===== src/rtl/fifo_pkg.sv =====
// Shared definitions for param_fifo: default geometry, status-bus bit
// positions and a constant-evaluable ceil(log2) helper.
package fifo_pkg;

    localparam int DEF_DATA_W = 32'd32;
    localparam int DEF_DEPTH  = 32'd8;

    // Bit positions of the packed status vector {almost_empty, almost_full, empty, full}
    localparam int ST_FULL   = 32'd0;
    localparam int ST_EMPTY  = 32'd1;
    localparam int ST_AFULL  = 32'd2;
    localparam int ST_AEMPTY = 32'd3;
    localparam int ST_W      = 32'd4;

    // Number of bits needed to address 'value' entries (value >= 2)
    function automatic int clog2(input int value);
        int res;
        int rem;
        res = 32'd0;
        rem = value - 32'd1;
        while (rem > 32'd0) begin
            res = res + 32'd1;
            rem = rem >> 1;
        end
        return res;
    endfunction

endpackage


===== src/rtl/param_fifo_if.sv =====
// Handshake/data bundle between a producer/consumer pair and param_fifo.
// master: the side that issues requests; slave: the FIFO itself.
interface param_fifo_if
    import fifo_pkg::*;
#(
    parameter int DATA_W = DEF_DATA_W,
    parameter int DEPTH  = DEF_DEPTH
);
    localparam int AW = clog2(DEPTH);

    logic              flush;
    logic              wr_en;
    logic [DATA_W-1:0] d_in;
    logic              rd_en;
    logic [DATA_W-1:0] d_out;
    logic [AW:0]       data_count;
    logic              full;
    logic              empty;
    logic              almost_full;
    logic              almost_empty;
    logic              wr_ack;
    logic              wr_err;
    logic              rd_ack;
    logic              rd_err;

    modport master (
        output flush, wr_en, d_in, rd_en,
        input  d_out, data_count, full, empty, almost_full, almost_empty,
               wr_ack, wr_err, rd_ack, rd_err
    );

    modport slave (
        input  flush, wr_en, d_in, rd_en,
        output d_out, data_count, full, empty, almost_full, almost_empty,
               wr_ack, wr_err, rd_ack, rd_err
    );

endinterface


===== src/rtl/fifo_mem.sv =====
// DEPTH x DATA_W storage: one synchronous write port, one asynchronous
// read port. Contents are intentionally not reset.
module fifo_mem
    import fifo_pkg::*;
#(
    parameter int DATA_W = DEF_DATA_W,
    parameter int DEPTH  = DEF_DEPTH
) (
    input  logic                    clk,
    input  logic                    we,
    input  logic [clog2(DEPTH)-1:0] waddr,
    input  logic [DATA_W-1:0]       wdata,
    input  logic [clog2(DEPTH)-1:0] raddr,
    output logic [DATA_W-1:0]       rdata
);

    logic [DATA_W-1:0] mem_q [DEPTH];

    // Store write data at the write address when a write is accepted
    always_ff @(posedge clk) begin
        if (we) begin
            mem_q[waddr] <= wdata;
        end
    end

    assign rdata = mem_q[raddr];

endmodule


===== src/rtl/param_fifo.sv =====
// Parametrised synchronous FIFO with registered occupancy, almost-full /
// almost-empty flags, synchronous flush and ack/err handshake pulses.
// Optional macro FIFO_FWFT_EN selects first-word-fall-through output;
// without it d_out is a registered read, valid the cycle after rd_ack's edge.
module param_fifo
    import fifo_pkg::*;
#(
    parameter int DATA_W   = DEF_DATA_W,
    parameter int DEPTH    = DEF_DEPTH,
    parameter int AF_LEVEL = DEPTH - 32'd2,
    parameter int AE_LEVEL = 32'd2
) (
    input  logic         clk,
    input  logic         reset_n,
    param_fifo_if.slave  bus
);

    localparam int AW = clog2(DEPTH);
    localparam logic [AW:0] DEPTH_C = DEPTH[AW:0];
    localparam logic [AW:0] AF_C    = AF_LEVEL[AW:0];
    localparam logic [AW:0] AE_C    = AE_LEVEL[AW:0];
    localparam logic [AW:0] ZERO_C  = {(AW+1){1'b0}};

    // Flag vector for a given occupancy; used for next-state and reset values
    function automatic logic [ST_W-1:0] flags_of(input logic [AW:0] cnt);
        logic [ST_W-1:0] f;
        f            = {ST_W{1'b0}};
        f[ST_FULL]   = (cnt == DEPTH_C);
        f[ST_EMPTY]  = (cnt == ZERO_C);
        f[ST_AFULL]  = (cnt >= AF_C);
        f[ST_AEMPTY] = (cnt <= AE_C);
        return f;
    endfunction

    logic [AW-1:0]     wr_ptr_q, wr_ptr_d;
    logic [AW-1:0]     rd_ptr_q, rd_ptr_d;
    logic [AW:0]       count_q, count_d;
    logic [ST_W-1:0]   status_q, status_d;
    logic              wr_ack_q, wr_ack_d;
    logic              wr_err_q, wr_err_d;
    logic              rd_ack_q, rd_ack_d;
    logic              rd_err_q, rd_err_d;
    logic              wr_acc_s;
    logic              rd_acc_s;
    logic              mem_we_s;
    logic [DATA_W-1:0] rdata_s;

    fifo_mem #(
        .DATA_W (DATA_W),
        .DEPTH  (DEPTH)
    ) u_mem (
        .clk   (clk),
        .we    (mem_we_s),
        .waddr (wr_ptr_q),
        .wdata (bus.d_in),
        .raddr (rd_ptr_q),
        .rdata (rdata_s)
    );

    // Acceptance: a read needs data; a write needs space, or a same-cycle
    // read that frees the slot (a full FIFO is never empty since DEPTH >= 2)
    always_comb begin
        rd_acc_s = bus.rd_en & ~status_q[ST_EMPTY];
        wr_acc_s = bus.wr_en & (~status_q[ST_FULL] | bus.rd_en);
        mem_we_s = wr_acc_s & ~bus.flush;
    end

    // Next-state for pointers, occupancy, flags and handshake pulses; flush wins
    always_comb begin
        wr_ptr_d = wr_ptr_q;
        rd_ptr_d = rd_ptr_q;
        count_d  = count_q;
        status_d = status_q;
        wr_ack_d = 1'b0;
        wr_err_d = 1'b0;
        rd_ack_d = 1'b0;
        rd_err_d = 1'b0;
        if (bus.flush) begin
            wr_ptr_d = {AW{1'b0}};
            rd_ptr_d = {AW{1'b0}};
            count_d  = ZERO_C;
            status_d = flags_of(ZERO_C);
        end else begin
            if (wr_acc_s) begin
                wr_ptr_d = wr_ptr_q + {{(AW-1){1'b0}}, 1'b1};
            end else begin
                wr_ptr_d = wr_ptr_q;
            end
            if (rd_acc_s) begin
                rd_ptr_d = rd_ptr_q + {{(AW-1){1'b0}}, 1'b1};
            end else begin
                rd_ptr_d = rd_ptr_q;
            end
            count_d  = count_q + {{AW{1'b0}}, wr_acc_s} - {{AW{1'b0}}, rd_acc_s};
            status_d = flags_of(count_d);
            wr_ack_d = wr_acc_s;
            wr_err_d = bus.wr_en & ~wr_acc_s;
            rd_ack_d = rd_acc_s;
            rd_err_d = bus.rd_en & ~rd_acc_s;
        end
    end

    // Control state registers with asynchronous reset
    always_ff @(posedge clk or negedge reset_n) begin
        if (!reset_n) begin
            wr_ptr_q <= {AW{1'b0}};
            rd_ptr_q <= {AW{1'b0}};
            count_q  <= ZERO_C;
            status_q <= flags_of(ZERO_C);
            wr_ack_q <= 1'b0;
            wr_err_q <= 1'b0;
            rd_ack_q <= 1'b0;
            rd_err_q <= 1'b0;
        end else begin
            wr_ptr_q <= wr_ptr_d;
            rd_ptr_q <= rd_ptr_d;
            count_q  <= count_d;
            status_q <= status_d;
            wr_ack_q <= wr_ack_d;
            wr_err_q <= wr_err_d;
            rd_ack_q <= rd_ack_d;
            rd_err_q <= rd_err_d;
        end
    end

`ifdef FIFO_FWFT_EN
    // Head of queue is always presented; forced to zero while empty
    always_comb begin
        if (status_q[ST_EMPTY]) begin
            bus.d_out = {DATA_W{1'b0}};
        end else begin
            bus.d_out = rdata_s;
        end
    end
`else
    logic [DATA_W-1:0] dout_q, dout_d;

    // Capture the head word on an accepted read; hold otherwise (including flush)
    always_comb begin
        if (rd_acc_s && !bus.flush) begin
            dout_d = rdata_s;
        end else begin
            dout_d = dout_q;
        end
    end

    // Registered read data with asynchronous reset
    always_ff @(posedge clk or negedge reset_n) begin
        if (!reset_n) begin
            dout_q <= {DATA_W{1'b0}};
        end else begin
            dout_q <= dout_d;
        end
    end

    assign bus.d_out = dout_q;
`endif

    assign bus.data_count   = count_q;
    assign bus.full         = status_q[ST_FULL];
    assign bus.empty        = status_q[ST_EMPTY];
    assign bus.almost_full  = status_q[ST_AFULL];
    assign bus.almost_empty = status_q[ST_AEMPTY];
    assign bus.wr_ack       = wr_ack_q;
    assign bus.wr_err       = wr_err_q;
    assign bus.rd_ack       = rd_ack_q;
    assign bus.rd_err       = rd_err_q;

endmodule

===== src/flat_wrapper.sv =====
// flat-port wrapper written by rule: the top's interface ports become plain ports
module param_fifo_flat import fifo_pkg::*;
#(
    parameter int DATA_W   = DEF_DATA_W,
    parameter int DEPTH    = DEF_DEPTH,
    parameter int AF_LEVEL = DEPTH - 32'd2,
    parameter int AE_LEVEL = 32'd2
)
  (clk, reset_n, bus_flush, bus_wr_en, bus_d_in, bus_rd_en, bus_d_out, bus_data_count, bus_full, bus_empty, bus_almost_full, bus_almost_empty, bus_wr_ack, bus_wr_err, bus_rd_ack, bus_rd_err);
  param_fifo_if #(.DATA_W(DATA_W), .DEPTH(DEPTH)) bus_i ();
  input  logic clk;
  input  logic reset_n;
  input wire logic [$bits(bus_i.flush)-1:0] bus_flush;
  input wire logic [$bits(bus_i.wr_en)-1:0] bus_wr_en;
  input wire logic [$bits(bus_i.d_in)-1:0] bus_d_in;
  input wire logic [$bits(bus_i.rd_en)-1:0] bus_rd_en;
  output wire logic [$bits(bus_i.d_out)-1:0] bus_d_out;
  output wire logic [$bits(bus_i.data_count)-1:0] bus_data_count;
  output wire logic [$bits(bus_i.full)-1:0] bus_full;
  output wire logic [$bits(bus_i.empty)-1:0] bus_empty;
  output wire logic [$bits(bus_i.almost_full)-1:0] bus_almost_full;
  output wire logic [$bits(bus_i.almost_empty)-1:0] bus_almost_empty;
  output wire logic [$bits(bus_i.wr_ack)-1:0] bus_wr_ack;
  output wire logic [$bits(bus_i.wr_err)-1:0] bus_wr_err;
  output wire logic [$bits(bus_i.rd_ack)-1:0] bus_rd_ack;
  output wire logic [$bits(bus_i.rd_err)-1:0] bus_rd_err;
  assign bus_i.flush = bus_flush;
  assign bus_i.wr_en = bus_wr_en;
  assign bus_i.d_in = bus_d_in;
  assign bus_i.rd_en = bus_rd_en;
  assign bus_d_out = bus_i.d_out;
  assign bus_data_count = bus_i.data_count;
  assign bus_full = bus_i.full;
  assign bus_empty = bus_i.empty;
  assign bus_almost_full = bus_i.almost_full;
  assign bus_almost_empty = bus_i.almost_empty;
  assign bus_wr_ack = bus_i.wr_ack;
  assign bus_wr_err = bus_i.wr_err;
  assign bus_rd_ack = bus_i.rd_ack;
  assign bus_rd_err = bus_i.rd_err;
  param_fifo #(.DATA_W(DATA_W), .DEPTH(DEPTH), .AF_LEVEL(AF_LEVEL), .AE_LEVEL(AE_LEVEL)) u_core (.clk(clk), .reset_n(reset_n), .bus(bus_i));
endmodule

===== config.mk =====
export PLATFORM = sky130hd
export DESIGN_NAME = param_fifo_flat
export DESIGN_NICKNAME = d
export VERILOG_FILES = /design/src/rtl/fifo_pkg.sv /design/src/rtl/param_fifo_if.sv /design/src/rtl/fifo_mem.sv /design/src/rtl/param_fifo.sv /design/src/flat_wrapper.sv
export SDC_FILE = /design/constraint.sdc
export NUM_CORES = 1
export LEC_CHECK = 0
export BUFFER_PORTS_ARGS = -buffer_cell sky130_fd_sc_hd__buf_2
export CORE_ASPECT_RATIO = 0.9
export CORE_MARGIN = 2
export CORE_UTILIZATION = 54
export CTS_BUF_LIST = sky130_fd_sc_hd__clkbuf_16
export DETAILED_ROUTE_END_ITERATION = 16
export PLACE_DENSITY = 0.8
export REMOVE_ABC_BUFFERS = 1
export SYNTH_ARGS = -nofsm -noshare
export SYNTH_HDL_FRONTEND = slang
export SYNTH_SLANG_ARGS = --single-unit

===== constraint.sdc =====
create_clock -name clk -period 4.8 [get_ports clk]
set_clock_uncertainty 0.15 [all_clocks]
set_input_delay 0.96 -clock clk [delete_from_list [all_inputs] [get_ports clk]]
set_output_delay 0.96 -clock clk [all_outputs]
set_load 0.01 [all_outputs]

# After elaboration in Yosys (flattened, before gate mapping)
# Memories as Yosys holds them, arrays and structs flattened. A register that Yosys moved wholly into a read port is not among the register bits.
# Index checks and enable logic that the tools add are counted.
[word_totals]
regBits = 18
latchBits = 0
mem_bits_rw = 256
rom_bits = 0
in_bits = 37
out_inout_bits = 44
wordCells = 45
memories = 1
[memory_table]
columns = ["name", "depth", "word_bits", "read_ports", "rd_ports_with_merged_regs", "write_ports", "line_no", "text"]
rows = [
  ["u_core.u_mem.mem_q", 8, 32, 1, 1, 1, "fifo_mem.sv:17", "logic [DATA_W-1:0] mem_q [DEPTH];"],
]
[op_classes]
addsub = 4
n_mul = 0
n_div = 0
order_cmp = 2
n_eq_ne = 1
n_shift = 0
mux = 12
bitwise = 11
n_reduce_logical = 6
[ops]
columns = ["operator", "n"]
rows = [
  ["$mux 3", 4],
  ["$mux 4", 2],
  ["$add 3x1->3 const B", 2],
  ["$mux 1", 6],
  ["$and 1x1->1", 5],
  ["$not 1->1", 5],
  ["$add 4x1->4", 1],
  ["$eq 4x4->1 const B", 1],
  ["$ge 4x3->1 const B", 1],
  ["$le 4x2->1 const B", 1],
  ["$logic_not 4->1", 1],
  ["$reduce_bool 2->1", 2],
  ["$sub 4x1->4", 1],
  ["$logic_not 1->1", 2],
  ["$logic_and 1x1->1", 1],
  ["$or 1x1->1", 1],
]

# Depth between registers and ports, before layout
[depth]
ltp_word = 7
mapped_depth = 8
mapped_depth_nobuf = 8

# Modules after synthesis
# A second synthesis with hierarchy kept.
[unflattened]
cells_unflattened = 525
hier_area_um2 = 11877.6
[by_module_without_submodules]
columns = ["mod", "instances", "cells_per_inst", "area_per_inst_um2", "seq_area_each_um2"]
rows = [
  ["fifo_mem", 1, 383, 9825.7, 7687.4],
  ["param_fifo", 1, 142, 2052.0, 1253.7],
]

# Worst setup path after synthesis
# Ideal clock, no wire load.
[synth_path]
path_kind = "input-to-reg"
start = "in bus_rd_en"
end = "mem u_core.u_mem.mem_q[1][0] (netlist bit), enable pin"
setup_ps = 461
t_arrival_ps = 3788
slack_ps = 401
cell_stages = 4
path_cell_list = "nor2b_1 -> clkbuf_1 -> or3b_1 -> nor3_1"
[synth_between]
elab_chain_len = 5
[synth_rtl]
columns = ["item", "line_no", "text"]
rows = [
  ["start: declaration", "flat_wrapper.sv:16", "input wire logic [$bits(bus_i.rd_en)-1:0] bus_rd_en;"],
  ["$or 1x1->1", "param_fifo.sv:64", "wr_acc_s = bus.wr_en & (~status_q[ST_FULL] | bus.rd_en);"],
  ["$and 1x1->1", "param_fifo.sv:64", ""],
  ["$and 1x1->1", "param_fifo.sv:65", "mem_we_s = wr_acc_s & ~bus.flush;"],
  ["$mux 1", "fifo_mem.sv:21", "if (we) begin"],
  ["$mux 1 (not written as such)", "fifo_mem.sv:22", "mem_q[waddr] <= wdata;"],
  ["end: declaration", "fifo_mem.sv:17", ""],
]
# Every way passes these cells.

# Worst setup path after layout
[layout_path]
start = "in bus_flush"
end = "mem u_core.u_mem.mem_q[3][13] (netlist bit), enable pin"
[layout_between]
elab_chain_len = 4
[layout_rtl]
columns = ["item", "line_no", "text"]
rows = [
  ["start: declaration", "flat_wrapper.sv:13", "input wire logic [$bits(bus_i.flush)-1:0] bus_flush;"],
  ["$not 1->1", "param_fifo.sv:65", ""],
  ["$and 1x1->1", "param_fifo.sv:65", ""],
  ["$mux 1", "fifo_mem.sv:21", ""],
  ["$mux 1 (not written as such)", "fifo_mem.sv:22", ""],
]
# Every way passes these cells.

==> out/results.txt <==
Layout cells sized above 1: 0.298
Pins Over Slew Limit: 0
GRT overflow: 0
Vias in the first global route: 6615
Post-synth EDFFs: 256
Pwr dens: 493 nW/um^2
Yosys warnings: 0
FF+latch count, synth: 306
Initial DRT Pass Iterations: 5
CTS buffer count: 29
Hold crit path type: flip-flop to flip-flop
Drt via density: 5.81
PnR worst setup slack: 1.90 ns
Initial antenna violation count: 1
FF+latch area: 8940 sq um
Starting Density: 0.550
Gpl congestion: 0.790
Routed WL per cell: 21.3 um
Leak: 4.85 nW
Via count: 6236
Worst Path Arrival: 2.89 ns
Hold buffer count at cts: 0
Final setup fails: 0
Clock sinks: 306
CORE AREA: 21700 sq um
R2R setup slack: 2.08 ns
Top_reg_cell synth: edfxtp_1
Number of cell rows: 51
Htree depth: 1
Worst Setup Path Type: primary input to flip-flop
Worst VDD drop: 0.368 mV
Setup TNS: 0 ns
Seq/Total Area, Yosys: 0.749
IO Port Bufs: 80
Root Driver: clkbuf_16
Count leader, synth: edfxtp_1
Cells taking the most area after synthesis: edfxtp_1, dfrtp_1, mux2_2, mux2i_1, a22o_1
F_max: 345 MHz
Max-cap viol count: 0
CP max FO: 32
Met3 GRT Util: 0.0286
Area delta synth->final: 13.5%
Dpl hpwl: 13.2 mm
Netlist Area Pre-Place: 11900 sq um
Outcome: finished clean
ANT nets after route: 0
CP required: 4.79 ns
Clk Latency, worst-skew pair: 0.54 ns
Top-area cell type share of the netlist area: 0.644
GRT Overall Usage: 0.199
Met1 Usage GRT: 0.262
Slew @ Worst Pin: 1.16 ns
Post-synth top cells: edfxtp_1, mux2i_1, mux2_2
Die width: 161 um
Place WS: 1.37 ns
Post-synth ARST share: 0.163
M2 GR Usage: 0.345
Total setup buffers inserted after CTS: 0
# IOs: 81
CP Capture Type: flip-flop
Max-slew headroom: 0.225
CTS Buffer Depth: 3
Area of the multi-input gates: 2810 sq um
Global-route layer with the greatest usage: met2
Syn Inst Count: 673
Cts repair resizes: 0
Hold Violations, Final: 0
Die Y: 145 um
CTS tree: built
Initial drt markers: 534
Netlist cell types: 35
Fin crit share: 0.604
Startpoint types: primary input
Die ar.: 23300 sq um
DRC: 0
# fillers: 1505
Min Tclk post-route: 2.90 ns
Fin nets: 804
Largest net degree at the start of global routing: 68
RSZ-0062 raised after global routing: no
Final WL: 22.9 mm
Mean post-synth cell area: 17.7 sq um
Synth area leader: edfxtp_1
Clock Pin Slew Worst Setup and Hold Paths: 0.06 ns
First-pass GRT wire length: 36.1 mm
## cell usage in the layout (no fill, tap or decap), drive strengths merged, types with 3 or more instances in the layout
cell	count
clkbuf	29
nor3	3
a22o	32
clkinv	13
o31ai	33
or3	3
nand2	35
nor2b	6
nand2b	5
ha	6
nor2	13
dfrtp	48
mux2i	65
bufinv	3
nand3	3
a21oi	6
buf	92
o22ai	32
edfxtp	256
mux2	64
inv	15
## kinds of logic after synthesis
family,Yosys count,share of synthesized area
flip-flops,306,0.749
multiplexers,129,0.115
AO/OA/AOI/OAI,110,0.0760
AND/OR/NAND/NOR,73,0.0284
buffers and inverters,44,0.0207
adder cells (fa/ha/maj),7,0.00797
XOR/XNOR,4,0.00294
## flip-flops by register name, summed over array words and instances, names as in the netlist
register	cells
u_core.bus.wr_ack	1
u_core.bus.wr_err	1
u_core.status_q	4
u_core.u_mem.mem_q	256
u_core.bus.d_out	32
u_core.bus.rd_err	1
u_core.rd_ptr_q	3
u_core.wr_ptr_q	3
u_core.bus.data_count	4
u_core.bus.rd_ack	1
## final timing paths
kind                                                      start                             endpoint  depth (start not counted)
worst max-delay path                                  bus_flush  u_core.u_mem.mem_q[3][13]$_DFFE_PP_                          4
worst min-delay path            u_core.bus.d_out[4]$_DFFE_PN0P_      u_core.bus.d_out[4]$_DFFE_PN0P_                          2
worst max register to register   u_core.rd_ptr_q[0]$_DFFE_PN0P_      u_core.bus.d_out[6]$_DFFE_PN0P_                          4
worst min register to register  u_core.bus.d_out[4]$_DFFE_PN0P_      u_core.bus.d_out[4]$_DFFE_PN0P_                          2
max in group asynchronous                               reset_n       u_core.rd_ptr_q[0]$_DFFE_PN0P_                          2
min in group asynchronous                               reset_n      u_core.bus.d_out[7]$_DFFE_PN0P_                          2
## per-stage QoR
stage	hold WS [ns]	instance area [sq um]	std cells	util	total power, mW
final	0.328	13600	1074	0.625	6.68
after detailed placement	0.319	12600	1020	0.583	4.56
after floorplan	0.367	11700	637	-	4.20
after global routing	0.345	13600	1074	0.625	6.94
after CTS	0.333	13500	1073	0.624	6.72
after global placement	0.308	12600	1020	0.583	4.47
## layout make-up
cell class                 count  area share
tap                          291      0.0269
multi-input combinational    323       0.207
inverter                       8     0.00222
clock inverter                24      0.0135
timing repair buffer          92      0.0362
antenna                        1    0.000185
clock buffer                  29      0.0536
sequential                   306       0.660
## worst max-delay path: stages
cell and delay [ns]:
buf_2 0.20, nand2b_1 0.23, or3b_1 0.53, nor2_4 0.95
## layer usage
metal | wire [um] | vias to the layer above | part of all wire
met4 | 513 | 0 | 0.022
met5 | 0 | - | 0
met2 | 11800 | 176 | 0.52
li1 | - | 2820 | -
met3 | 937 | 37 | 0.041
met1 | 9630 | 3203 | 0.42
## power by group
part / switching (mW) / internal, mW
clock network: 0.923 / 1.25
logic: 0.656 / 0.574
registers: 0.179 / 3.10
Power figures use the tool's default switching activity.
